===== src/rtl/mmcme2_base.sv =====
// Behavioural clock manager: seven divided outputs plus feedback clock, all derived from clk_i.
// Outputs stay low until the feedback loop has matched for LOCK_CYCLES edges, then start together.
module mmcme2_base #(
  parameter int CLKFBOUT_DIVIDE = 2,
  parameter int CLKOUT0_DIVIDE  = 2,
  parameter int CLKOUT1_DIVIDE  = 2,
  parameter int CLKOUT2_DIVIDE  = 2,
  parameter int CLKOUT3_DIVIDE  = 2,
  parameter int CLKOUT4_DIVIDE  = 2,
  parameter int CLKOUT5_DIVIDE  = 2,
  parameter int CLKOUT6_DIVIDE  = 2,
  parameter int CLKOUT0_HIGH    = CLKOUT0_DIVIDE / 2,
  parameter int CLKOUT1_HIGH    = CLKOUT1_DIVIDE / 2,
  parameter int CLKOUT2_HIGH    = CLKOUT2_DIVIDE / 2,
  parameter int CLKOUT3_HIGH    = CLKOUT3_DIVIDE / 2,
  parameter int CLKOUT4_HIGH    = CLKOUT4_DIVIDE / 2,
  parameter int CLKOUT5_HIGH    = CLKOUT5_DIVIDE / 2,
  parameter int CLKOUT6_HIGH    = CLKOUT6_DIVIDE / 2,
  parameter int CLKOUT0_PHASE   = 0,
  parameter int CLKOUT1_PHASE   = 0,
  parameter int CLKOUT2_PHASE   = 0,
  parameter int CLKOUT3_PHASE   = 0,
  parameter int CLKOUT4_PHASE   = 0,
  parameter int CLKOUT5_PHASE   = 0,
  parameter int CLKOUT6_PHASE   = 0,
  parameter int CLKOUT4_CASCADE = 0,
  parameter int LOCK_CYCLES     = 16
) (
  input  logic clk_i,
  input  logic rst,
  input  logic pwrdwn,
  input  logic clkfbin,
  output logic clkout0,
  output logic clkout1,
  output logic clkout2,
  output logic clkout3,
  output logic clkout4,
  output logic clkout5,
  output logic clkout6,
  output logic clkout0b,
  output logic clkout1b,
  output logic clkout2b,
  output logic clkout3b,
  output logic clkfbout,
  output logic clkfboutb,
  output logic locked
);

  // state   | meaning
  // ACQUIRE | outputs held low, counting matching feedback edges
  // RUN     | all dividers running, phase-aligned from the start edge

  localparam int NC  = 8;
  localparam int FB  = 7;
  localparam int LCW = $clog2(LOCK_CYCLES + 1);

  localparam int DIV [NC] = '{CLKOUT0_DIVIDE, CLKOUT1_DIVIDE, CLKOUT2_DIVIDE, CLKOUT3_DIVIDE,
                              CLKOUT4_DIVIDE, CLKOUT5_DIVIDE, CLKOUT6_DIVIDE, CLKFBOUT_DIVIDE};
  localparam int HI  [NC] = '{CLKOUT0_HIGH, CLKOUT1_HIGH, CLKOUT2_HIGH, CLKOUT3_HIGH,
                              CLKOUT4_HIGH, CLKOUT5_HIGH, CLKOUT6_HIGH, CLKFBOUT_DIVIDE / 2};
  localparam int PH  [NC] = '{CLKOUT0_PHASE, CLKOUT1_PHASE, CLKOUT2_PHASE, CLKOUT3_PHASE,
                              CLKOUT4_PHASE, CLKOUT5_PHASE, CLKOUT6_PHASE, 0};

  if (LOCK_CYCLES < 1) begin : g_bad_lock
    $error("mmcme2_base: LOCK_CYCLES must be >= 1");
  end
  if (CLKOUT4_CASCADE != 0 && CLKOUT4_CASCADE != 1) begin : g_bad_cascade
    $error("mmcme2_base: CLKOUT4_CASCADE must be 0 or 1");
  end
  for (genvar g = 0; g < NC; g++) begin : g_chk
    if (DIV[g] < 2 || DIV[g] > 128) begin : g_bad_div
      $error("mmcme2_base: divide out of range 2..128");
    end
    if (HI[g] < 1 || HI[g] > DIV[g] - 1) begin : g_bad_high
      $error("mmcme2_base: high time out of range 1..DIVIDE-1");
    end
    if (PH[g] < 0 || PH[g] > DIV[g] - 1) begin : g_bad_phase
      $error("mmcme2_base: phase out of range 0..DIVIDE-1");
    end
  end

  typedef enum logic {ACQUIRE, RUN} state_t;

  state_t           state;
  logic [6:0]       cnt     [NC];
  logic [6:0]       cnt_nxt [NC];
  logic [NC-1:0]    clk_q;
  logic [LCW-1:0]   lock_cnt;
  logic             fb_match;
  logic             cas_tick;

  assign fb_match = (clkfbin == clk_q[FB]);
  // counter 6 wraps to zero on this edge, i.e. a CLKOUT6 period starts
  assign cas_tick = (int'(cnt[6]) == DIV[6] - 1);

  always_comb begin
    for (int i = 0; i < NC; i++) begin
      cnt_nxt[i] = (int'(cnt[i]) == DIV[i] - 1) ? 7'd0 : cnt[i] + 7'd1;
    end
    if (CLKOUT4_CASCADE == 1 && !cas_tick) cnt_nxt[4] = cnt[4];
  end

  always_ff @(posedge clk_i) begin
    if (rst || pwrdwn || (state == RUN && !fb_match)) begin
      state    <= ACQUIRE;
      locked   <= 1'b0;
      lock_cnt <= '0;
      clk_q    <= '0;
      for (int i = 0; i < NC; i++) cnt[i] <= 7'd0;
    end else begin
      case (state)
        ACQUIRE: begin
          clk_q <= '0;
          if (!fb_match) begin
            lock_cnt <= '0;
          end else if (int'(lock_cnt) == LOCK_CYCLES - 1) begin
            state  <= RUN;
            locked <= 1'b1;
            for (int i = 0; i < NC; i++) begin
              cnt[i]   <= 7'((DIV[i] - PH[i]) % DIV[i]);
              clk_q[i] <= (((DIV[i] - PH[i]) % DIV[i]) < HI[i]);
            end
          end else begin
            lock_cnt <= lock_cnt + LCW'(1);
          end
        end
        RUN: begin
          for (int i = 0; i < NC; i++) begin
            cnt[i]   <= cnt_nxt[i];
            clk_q[i] <= (int'(cnt_nxt[i]) < HI[i]);
          end
        end
        default: state <= ACQUIRE;
      endcase
    end
  end

  assign clkout0   = clk_q[0];
  assign clkout1   = clk_q[1];
  assign clkout2   = clk_q[2];
  assign clkout3   = clk_q[3];
  assign clkout4   = clk_q[4];
  assign clkout5   = clk_q[5];
  assign clkout6   = clk_q[6];
  assign clkfbout  = clk_q[FB];
  assign clkout0b  = locked & ~clk_q[0];
  assign clkout1b  = locked & ~clk_q[1];
  assign clkout2b  = locked & ~clk_q[2];
  assign clkout3b  = locked & ~clk_q[3];
  assign clkfboutb = locked & ~clk_q[FB];

endmodule


===== config.mk =====
export PLATFORM = sky130hd
export DESIGN_NAME = mmcme2_base
export DESIGN_NICKNAME = d
export VERILOG_FILES = /design/src/rtl/mmcme2_base.sv
export SDC_FILE = /design/constraint.sdc
export NUM_CORES = 1
export LEC_CHECK = 0
export ABC_AREA = 1
export CORE_MARGIN = 2
export CORE_UTILIZATION = 60
export DETAILED_ROUTE_END_ITERATION = 8
export PLACE_DENSITY = 0.79
export SLEW_MARGIN = 20
export SYNTH_ARGS = -nofsm -noshare
export SYNTH_HDL_FRONTEND = slang
export SYNTH_SLANG_ARGS = --single-unit

===== constraint.sdc =====
create_clock -name clk_i -period 4.1 [get_ports clk_i]
set_clock_uncertainty 0.15 [all_clocks]
set_input_delay 0.82 -clock clk_i [delete_from_list [all_inputs] [get_ports clk_i]]
set_output_delay 0.82 -clock clk_i [all_outputs]
set_load 0.01 [all_outputs]

# After elaboration in Yosys (flattened, before gate mapping)
# Memory sizes are Yosys's and may differ from the RTL's.
# Cells that the tools add are included.
dict set report totals {
  reg_bits 15
  ramBits 56
  in_bits 4
  n_memories 1
}
dict set report classes {
  n_addsub 9
  order_cmp 8
  n_eq_ne 11
  mux 40
  n_bitwise 27
  reduce_logical 6
}
# memory words word_bits read_ports rd_ports_with_merged_regs wr line_no
set mem_list {}
lappend mem_list {cnt 8 7 8 0 8 85} ;# logic [6:0] cnt [NC];
# op count
set op_table {}
lappend op_table {{2-to-1 mux 7 bit} 24}
lappend op_table {{adder 7 x 1 -> 7 bit (second input constant)} 8}
lappend op_table {{== test 7 x 2 -> 1 bit (second input constant)} 8}
lappend op_table {{less-than comparator 7 x 1 -> 1 bit (second input constant)} 8}
lappend op_table {{2-to-1 mux 8 bit} 2}
lappend op_table {{bitwise OR 1 bit} 16}
lappend op_table {{one-hot mux 8 bit (2 select lines)} 1}
lappend op_table {{2-to-1 mux 1 bit} 11}
lappend op_table {{2-to-1 mux 5 bit} 2}
lappend op_table {{NOT 1 bit} 6}
lappend op_table {{adder 5 x 1 -> 5 bit (second input constant)} 1}
lappend op_table {{bitwise AND 1 bit} 5}
lappend op_table {{== test 5 bit (second input constant)} 1}
lappend op_table {{AND reduction 3 bit} 1}
lappend op_table {{logical OR 1 bit} 2}
lappend op_table {{!= test 2 bit (second input constant)} 1}
lappend op_table {{AND reduction 2 bit} 1}
lappend op_table {{== test 1 bit} 1}
lappend op_table {{logical AND 1 bit} 1}
lappend op_table {{zero test 1 bit} 1}

# Depth between registers and ports, before layout
# Gate-level depths: netlist of run 1.
dict set report logic_depth {
  word_depth 8
  mapped_depth 10
  mapped_depth_nobuf 10
}

# Worst setup path after synthesis of run 1
# No wires, ideal clock.
dict set report synth_timing {
  kind {in2reg}
  start {input clkfbin}
  end {memory cnt[1][3] (netlist: cnt[0][10]), enable pin}
  setup_time_ns 0.378
  t_arrival_ns 1.788
  path_slack_ns 1.784
  path_stages 8
  cell_sequence {inv_1 nand2_1 nand2_1 inv_1 nand2_1 nand2_1 inv_2 nand2_1}
}
# item line_no
set synth_rtl {}
lappend synth_rtl {{start, declared} 32} ;# input logic clkfbin,
lappend synth_rtl {{end, declared} 85}

==> results.txt, run 1 <==
The flow ran to the end, and the final reports show no timing, DRC or antenna violations. The final worst-path setup slack is between 1 and 1.5 ns. The overall die width is approximately 86 um. The detail route stage leaves a number of antenna-violating nets equal to 0. Internal power comes to approximately 1.2 mW. The first global-routing pass estimated between 10000 and 15000 um of wire. The register bit count reported by yosys is ~70. The most used flip-flop cell after synthesis is sky130_fd_sc_hd__edfxtp_1. The sink count of the clock tree is approximately 70. The top achievable clock speed is ~0.36 GHz.

In this run, post-CTS repair resized a total of 0 instances. The worst-case IR drop observed on VDD is 0.214 mV. The launching element type of the critical path is a primary input. The final layout contains routed wiring with a total length of ~7500 um. The die outline height is between 80 and 90 um.

The initial core utilization came out at 62.5%. Data on the critical path arrives at its endpoint at 2.58 ns. During I/O placement, the number of pins put on the boundary was 18.

Of the post-synthesis cell area, the dominant cell type holds a little under two fifths. The average instance in the mapped netlist occupies 7.82 sq um. For this block, the via count after detailed routing is around 3200. The worst setup path is captured at a flop.

The highest fanout seen on the critical path came out at 21. After synthesis, the cell types taking the most area are sky130_fd_sc_hd__edfxtp_1 (37%), sky130_fd_sc_hd__nand2_1 (12%), sky130_fd_sc_hd__dfxtp_1 (11%). The period utilization is between 60 and 70%. The clock passes through at most 2 buffers. The fraction of final layout cells with drive strength greater than 1 is 4.26%.

The number of buffers added by the clock tree synthesis step came out at 9. For this run, the register share of the synthesized area comes to 47.6%. The number of synthesis warnings came out at 0. The number of fill cells in the layout came out at 519. The first TritonRoute pass finished after 7 iterations. The sum of negative setup slack is 0 ns. The number of buffers inserted to repair setup after CTS came out at 0. The number of antenna violations at the first check in global routing came out at 0. The clock tree from TritonCTS is built. The part of the total power dissipated in the clock network is about 40%. sky130_fd_sc_hd__nand2_1 is the most common cell in the netlist.

In this run the worst hold path is classified as flop to flop. The synthesized design spends more area on one cell type than any other, namely sky130_fd_sc_hd__edfxtp_1. Clock latency on the worst-skew pair, taken at its later pin, is approximately 0.35 ns. The site row count is 29. The total cell area at the placement stage is ~4200 sq um. The H-tree was split into 3 levels. The ratio of routed vias to standard cells came out at about 5.2. Global routing finished with a remaining overflow of 0. The netlist uses 28 different library cells. During placement, the flow inserted port buffers numbering 17. The synthesized netlist devotes between 5 and 6% of its cell area to compound gates.

The ratio of total power to cell area is ~330 nW/um^2. Of the total synthesized cell area, the portion taken by full adders, half adders and majority gates is around 5.6%. The die outline area is 7360 sq um. The switching share of power came out at a little over a fifth. The tool flagged a number of max-cap violations equal to 0. The count of routing violations after the opening detailed-route iteration is approximately 210. The logic gate share of total power is ~5.4%.

The worst slack on hold paths is around 0.32 ns. The simple-gate share of the synthesized area came out at between 30% and 40%. The mux share of post-synthesis cell area is 0%. The final setup violation count is 0. The number of design rule violations left after detail routing is 0. In this run the static leakage power is around 2.0 nW. The xor and xnor fraction of the mapped netlist area came out at under 10%.

The final number of max-transition violations came out at 0. The via count of the first global-routing pass was slightly above 3000. The main combinational cell family by area after synthesis is simple AND/OR/NAND/NOR gates. The headroom to the max-slew limit came out at a little under two fifths. The post-synthesis instance total came out at slightly above 500. The antenna cell count is 0. The area added between synthesis and finish is 10.9%.

The largest net degree at the start of global routing is 54. The synthesized netlist net count came out at about 540. The share of flip-flops with an asynchronous set or reset is 0%. The mapped cell area came out at about 4000 sq um. The final-report hold violation count is 0. The core area came out at between 6000 and 7000 sq um. The hold path depth came out at 2. Setup repair after global routing left no endpoint under its margin.

Sequential cells burn 54.5% of the power. After legalization and detailed placement, the total HPWL measured between 5000 and 6000 um. In this run the clock root is driven by a sky130_fd_sc_hd__clkbuf_8.

The count of cells along the worst register-to-register path came out at 8. By count the netlist is led by sky130_fd_sc_hd__nand2_1 (126), sky130_fd_sc_hd__nor2_1 (109), sky130_fd_sc_hd__inv_1 (69), sky130_fd_sc_hd__edfxtp_1 (49), sky130_fd_sc_hd__nand3_1 (39). Prior to clock tree synthesis, the placed netlist has a worst setup slack of between 0.9 and 1 ns. The number of flops mapped to enable cells by yosys came out at around 50. The critical path data required time is roughly 3.9 ns. The post-layout net count came out at between 500 and 600. Global routing used between 20% and 30% of the available tracks across all layers.

The final design utilization is 69.3%. The total of hold buffers inserted after clock tree synthesis came out at 0. The setup path with the least slack is of type primary input to flop.

After clock tree synthesis, the clock-pin slew on the worst setup and hold paths is about 0.070 ns. The time the final worst path needs with I/O delays and setup came out at 2.76 ns. The power dissipated by switching net loads is about 330 uW. The wire length per cell is 12.1 um. For the pin with the worst max-slew slack, the measured transition is 0.934 ns. The summed area of non-filler cells in the final layout is between 4000 and 5000 sq um. The weighted congestion at the end of routability-driven global placement came out at 0.892.
[through the flow]
step | instances | total power [mW]
global placement | 601 | 0.899
detailed placement | 601 | 0.902
CTS | 617 | 1.49
global route | 617 | 1.54
finish | 617 | 1.48
floorplan | 513 | 0.879
[power by group through the flow]
stage	registers [mW]	logic, mW	clock network, mW
2_1_floorplan	0.817	0.0626	0
3_3_place_gp	0.821	0.0778	0
3_5_place_dp	0.822	0.0799	0
4_1_cts	0.806	0.0806	0.603
5_1_grt	0.810	0.0934	0.633
6_report	0.806	0.0803	0.594
[final cells by class]
| cell class | instances | area (sq um) | area share, % |
|---|---|---|---|
| Clock inverter | 4 | 70.1 | 1.58 |
| Clock buffer | 12 | 135 | 3.04 |
| Timing Repair Buffer | 17 | 170 | 3.83 |
| Tap cell | 77 | 96.3 | 2.17 |
| Multi-Input combinational cell | 364 | 1790 | 40.3 |
| Sequential cell | 71 | 1910 | 43.0 |
| Inverter | 72 | 270 | 6.08 |
[cell usage in the layout (no fill, tap or decap), drive strengths merged]
cell             n
xnor2            1
nor3b            1
o31ai            1
xor2            15
o21ai           15
and2             2
or2              1
nand3           39
nand4            4
clkbuf          12
a22oi            1
inv             72
dfxtp           22
o21bai           8
edfxtp          49
a21oi           11
nand2          127
clkinv           2
clkdlybuf4s50   17
nand3b           3
bufinv           2
nor3             3
ha              18
nor2           114
[state kept, by name (all words and copies together), names as in the netlist]
register,flops
locked,1
cnt,56
lock_cnt,5
state,1
clk_q,8
[kinds of logic after synthesis]
kind of cell / after synthesis
flip-flops: 71
adder cells (fa/ha/maj): 18
AND/OR/NAND/NOR: 294
AO/OA/AOI/OAI: 36
XOR/XNOR: 16
buffers and inverters: 78
[critical path: stages]
cell	delay [ns]
sky130_fd_sc_hd__clkdlybuf4s50_1	0.47
sky130_fd_sc_hd__inv_1	0.04
sky130_fd_sc_hd__nand2_1	0.06
sky130_fd_sc_hd__nand2_1	0.10
sky130_fd_sc_hd__inv_1	0.12
sky130_fd_sc_hd__nand2_1	0.06
sky130_fd_sc_hd__nand2_1	0.12
sky130_fd_sc_hd__inv_2	0.09
sky130_fd_sc_hd__nand2_1	0.69
[metal layers]
layer  global-route usage (%)  routed length, um  vias to the layer above
met2                     37.4               3610                       64
li1                         -                  -                     1677
met1                     27.1               3410                     1454
met3                     3.56                279                       17
met5                        0                  0                        -
met4                     10.5                180                        0
[worst paths after layout]
check	from	endpoint	slack, ns
worst max register to register	lock_cnt[0]	cnt[0][14]	1.73
worst min register to register	lock_cnt[1]	lock_cnt[1]	0.32
worst max-delay path	clkfbin	cnt[0][14]	1.34
worst min-delay path	lock_cnt[1]	lock_cnt[1]	0.32
(Power assumes the default switching activity.)
==> run 2, diff against run 1 <==
- clock period: 4.1 -> 2.85 ns (I/O delays scaled with it)
==> run 2 against run 1 <==
Net effect: the run now ends with design-rule violations left; power rose by 35%; sequential cell count is the same; final area increased by 0.11%; setup slack worse by 0.72 ns; final cell count up 0.81%; global-route usage is 0.37 points lower; sequential power grew 44%; critical endpoint is now clkout0b.
==> results.txt, run 2 (synthesized netlist as in run 1, its figures left out) <==
The number of antenna violations at the first check in global routing is 0 (unchanged). The maximum root-to-sink buffer count was 2 (unchanged). Top Registers: cnt x56, clk_q x8, lock_cnt x5 (unchanged).

The die outline height is 85.8 um (unchanged). The weighted congestion at the end of routability-driven global placement is 0.846 (was 0.892). The critical path data required time came out at 2.13 ns (was 3.93 ns). Status: finished with violations (was finished, final reports clean). The number of detailed-route iterations in the first pass is 6 (was 7).

The sequential cell area came out at 1910 sq um (unchanged). The sum of negative setup slack came out at 0 ns (unchanged). The post-placement worst setup slack is 0.361 ns (was 0.985 ns). The ratio of routed vias to standard cells came out at 5.16 (was 5.21). The largest net degree at the start of global routing came out at 54 (unchanged). The class of the tightest hold or removal check was flop to flop (unchanged).

The number of design rule violations left after detail routing came out at 1 (was 0). The type of the worst setup path is flop to output pin (was primary input to flop). The library cell used as clock root buffer is sky130_fd_sc_hd__clkbuf_8 (unchanged). The number of maximum-capacitance violations is 0 (unchanged). The antenna cell count was 0 (unchanged). The time the final worst path needs with I/O delays and setup is roughly 2.2 ns. The fraction of final layout cells with drive strength greater than 1 is 4.77% (was 4.26%). The number of gates resized after cts is 0 (unchanged). The clock tree from TritonCTS is built (unchanged).

The ratio of total power to cell area came to 449 nW/um^2 (was 333 nW/um^2). Based on the critical path, the design can be clocked at up to ~0.45 GHz. The highest fanout seen on the critical path came to 6 (was 21). The area added between synthesis and finish came out at 11.0% (was 10.9%). The final worst-path setup slack came out at 0.617 ns (was 1.34 ns). The total routed wirelength is 7310 um (was 7470 um). The number of buffers added by the clock tree synthesis step is 9 (unchanged).

The post-CTS clock slew at the launch and capture registers of the worst setup and hold paths is 0.07 ns (about the same). The type of element capturing the critical path was an output pin (was flop). The multi-input gate area in the final layout came to 1790 sq um (unchanged). The overall global routing resource usage is 21.5% (was 21.9%). The core area is 6420 sq um (unchanged).

The worst vdd rail ir drop is 0.265 mV (was 0.214 mV). The initial core utilization was 62.5% (unchanged). The pin slew with the least headroom to its limit came out at 0.579 ns (was 0.934 ns). The post-layout net count is 562 (was 557). The most frequent standard cell in the layout excluding fill and tap cells is sky130_fd_sc_hd__nand2_1 (unchanged). The arrival time of data at the critical path endpoint came out at 1.51 ns (was 2.58 ns). Leading cell types in the layout, fill and taps excluded: sky130_fd_sc_hd__nand2_1 (126), sky130_fd_sc_hd__nor2_1 (109), sky130_fd_sc_hd__inv_1 (69), sky130_fd_sc_hd__edfxtp_1 (49), sky130_fd_sc_hd__nand3_1 (39) (unchanged). The checks that failed: design-rule violations. The total of hold buffers inserted after clock tree synthesis came out at 0 (unchanged). The worst setup slack for register-to-register paths came to 0.92 ns (was 1.73 ns).

The final setup violation count came out at 0 (unchanged). The overflow left after global routing was 0 (unchanged). The total via count after detailed routing was 3210 (was 3212). The final number of max-transition violations came to 0 (unchanged).

The hold path depth was 2 (unchanged). The number of flip-flops under the largest register name is 56 (unchanged). The level count of the clock H-tree is 3 (unchanged).

Unrepaired setup endpoints after global routing: false (unchanged). The count of port buffers added during placement is 17 (unchanged). The site row count came to 29 (unchanged). The number of top-level pins came to 18 (unchanged). The count of antenna-violating nets left after detailed routing is 0 (unchanged). The standby leakage power is 1.99 nW (was 1.98 nW). The wire length per cell came to 11.7 um (was 12.1 um). The headroom to the max-slew limit is 61.4% (was 37.6%).

The most flop-heavy register is cnt (unchanged). The sink count of the clock tree is 71 (unchanged). The period utilization is between 70% and 80%. The global-route wire length before repair is 12600 um (was 12800 um).

The via count of the first global-routing pass is 3032 (was 3033). The clock network latency to the later pin of the worst-skew pair came out at 0.34 ns (was 0.35 ns). The number of fill cells in the layout came to 530 (was 519).

The detailed placer's ending HPWL is 5290 um (was 5170 um). The overall die width came out at 85.8 um (unchanged). The count of routing violations after the opening detailed-route iteration came out at 135 (was 209). The launching element type of the critical path is a flop (was primary input). The final-report hold violation count is 0 (unchanged). The count of cells along the worst register-to-register path came out at 9 (was 8). The number of buffers inserted to repair setup after CTS came to 0 (unchanged).

The die outline area is 7360 sq um (unchanged).
run 2: through the flow:
stage / total power [mW] / util (%) / hold slack, ns / cells / cell area, sq um
2_1_floorplan: 1.26 / - / 0.287 / 513 / 4010
3_3_place_gp: 1.30 / 66.6 / 0.302 / 606 / 4280
3_5_place_dp: 1.30 / 66.6 / 0.313 / 606 / 4280
4_1_cts: 2.01 / 69.3 / 0.323 / 622 / 4450
5_1_grt: 2.08 / 69.3 / 0.359 / 622 / 4450
6_report: 2.00 / 69.3 / 0.323 / 622 / 4450
run 2: final cells by class:
class,count,area share (%)
repair buffers,22,4.66
multi-input cells,364,40.3
inverters,72,6.07
flip-flops and latches,71,42.9
clock inverters,1,0.112
well taps,77,2.16
clock buffers,15,3.77
run 2: final timing paths:
path,startpoint,endpoint
worst min register to register,lock_cnt[1],lock_cnt[1]
worst max-delay path,locked,clkout0b
worst min-delay path,lock_cnt[1],lock_cnt[1]
worst max register to register,lock_cnt[1],cnt[0][9]
run 2: routing by layer:
layer,up-vias,share of wire (%),wire (um),GRT usage [%]
met5,-,0,0,0
met4,0,1.1,81,7.07
met3,9,3.5,257,4.91
met2,50,47,3420,35.9
met1,1472,49,3550,28.0
li1,1679,-,-,-
run 2: critical path, stage by stage, from the launching register on:
cell	delay, ns
sky130_fd_sc_hd__dfxtp_1	0.35
sky130_fd_sc_hd__inv_1	0.15
sky130_fd_sc_hd__nor2_1	0.13
sky130_fd_sc_hd__clkdlybuf4s50_1	0.55
run 2: where the power goes:
group	switching [mW]	internal [mW]
registers	0.0314	1.13
logic	0.0736	0.0441
clock network	0.352	0.370
total	0.456	1.54
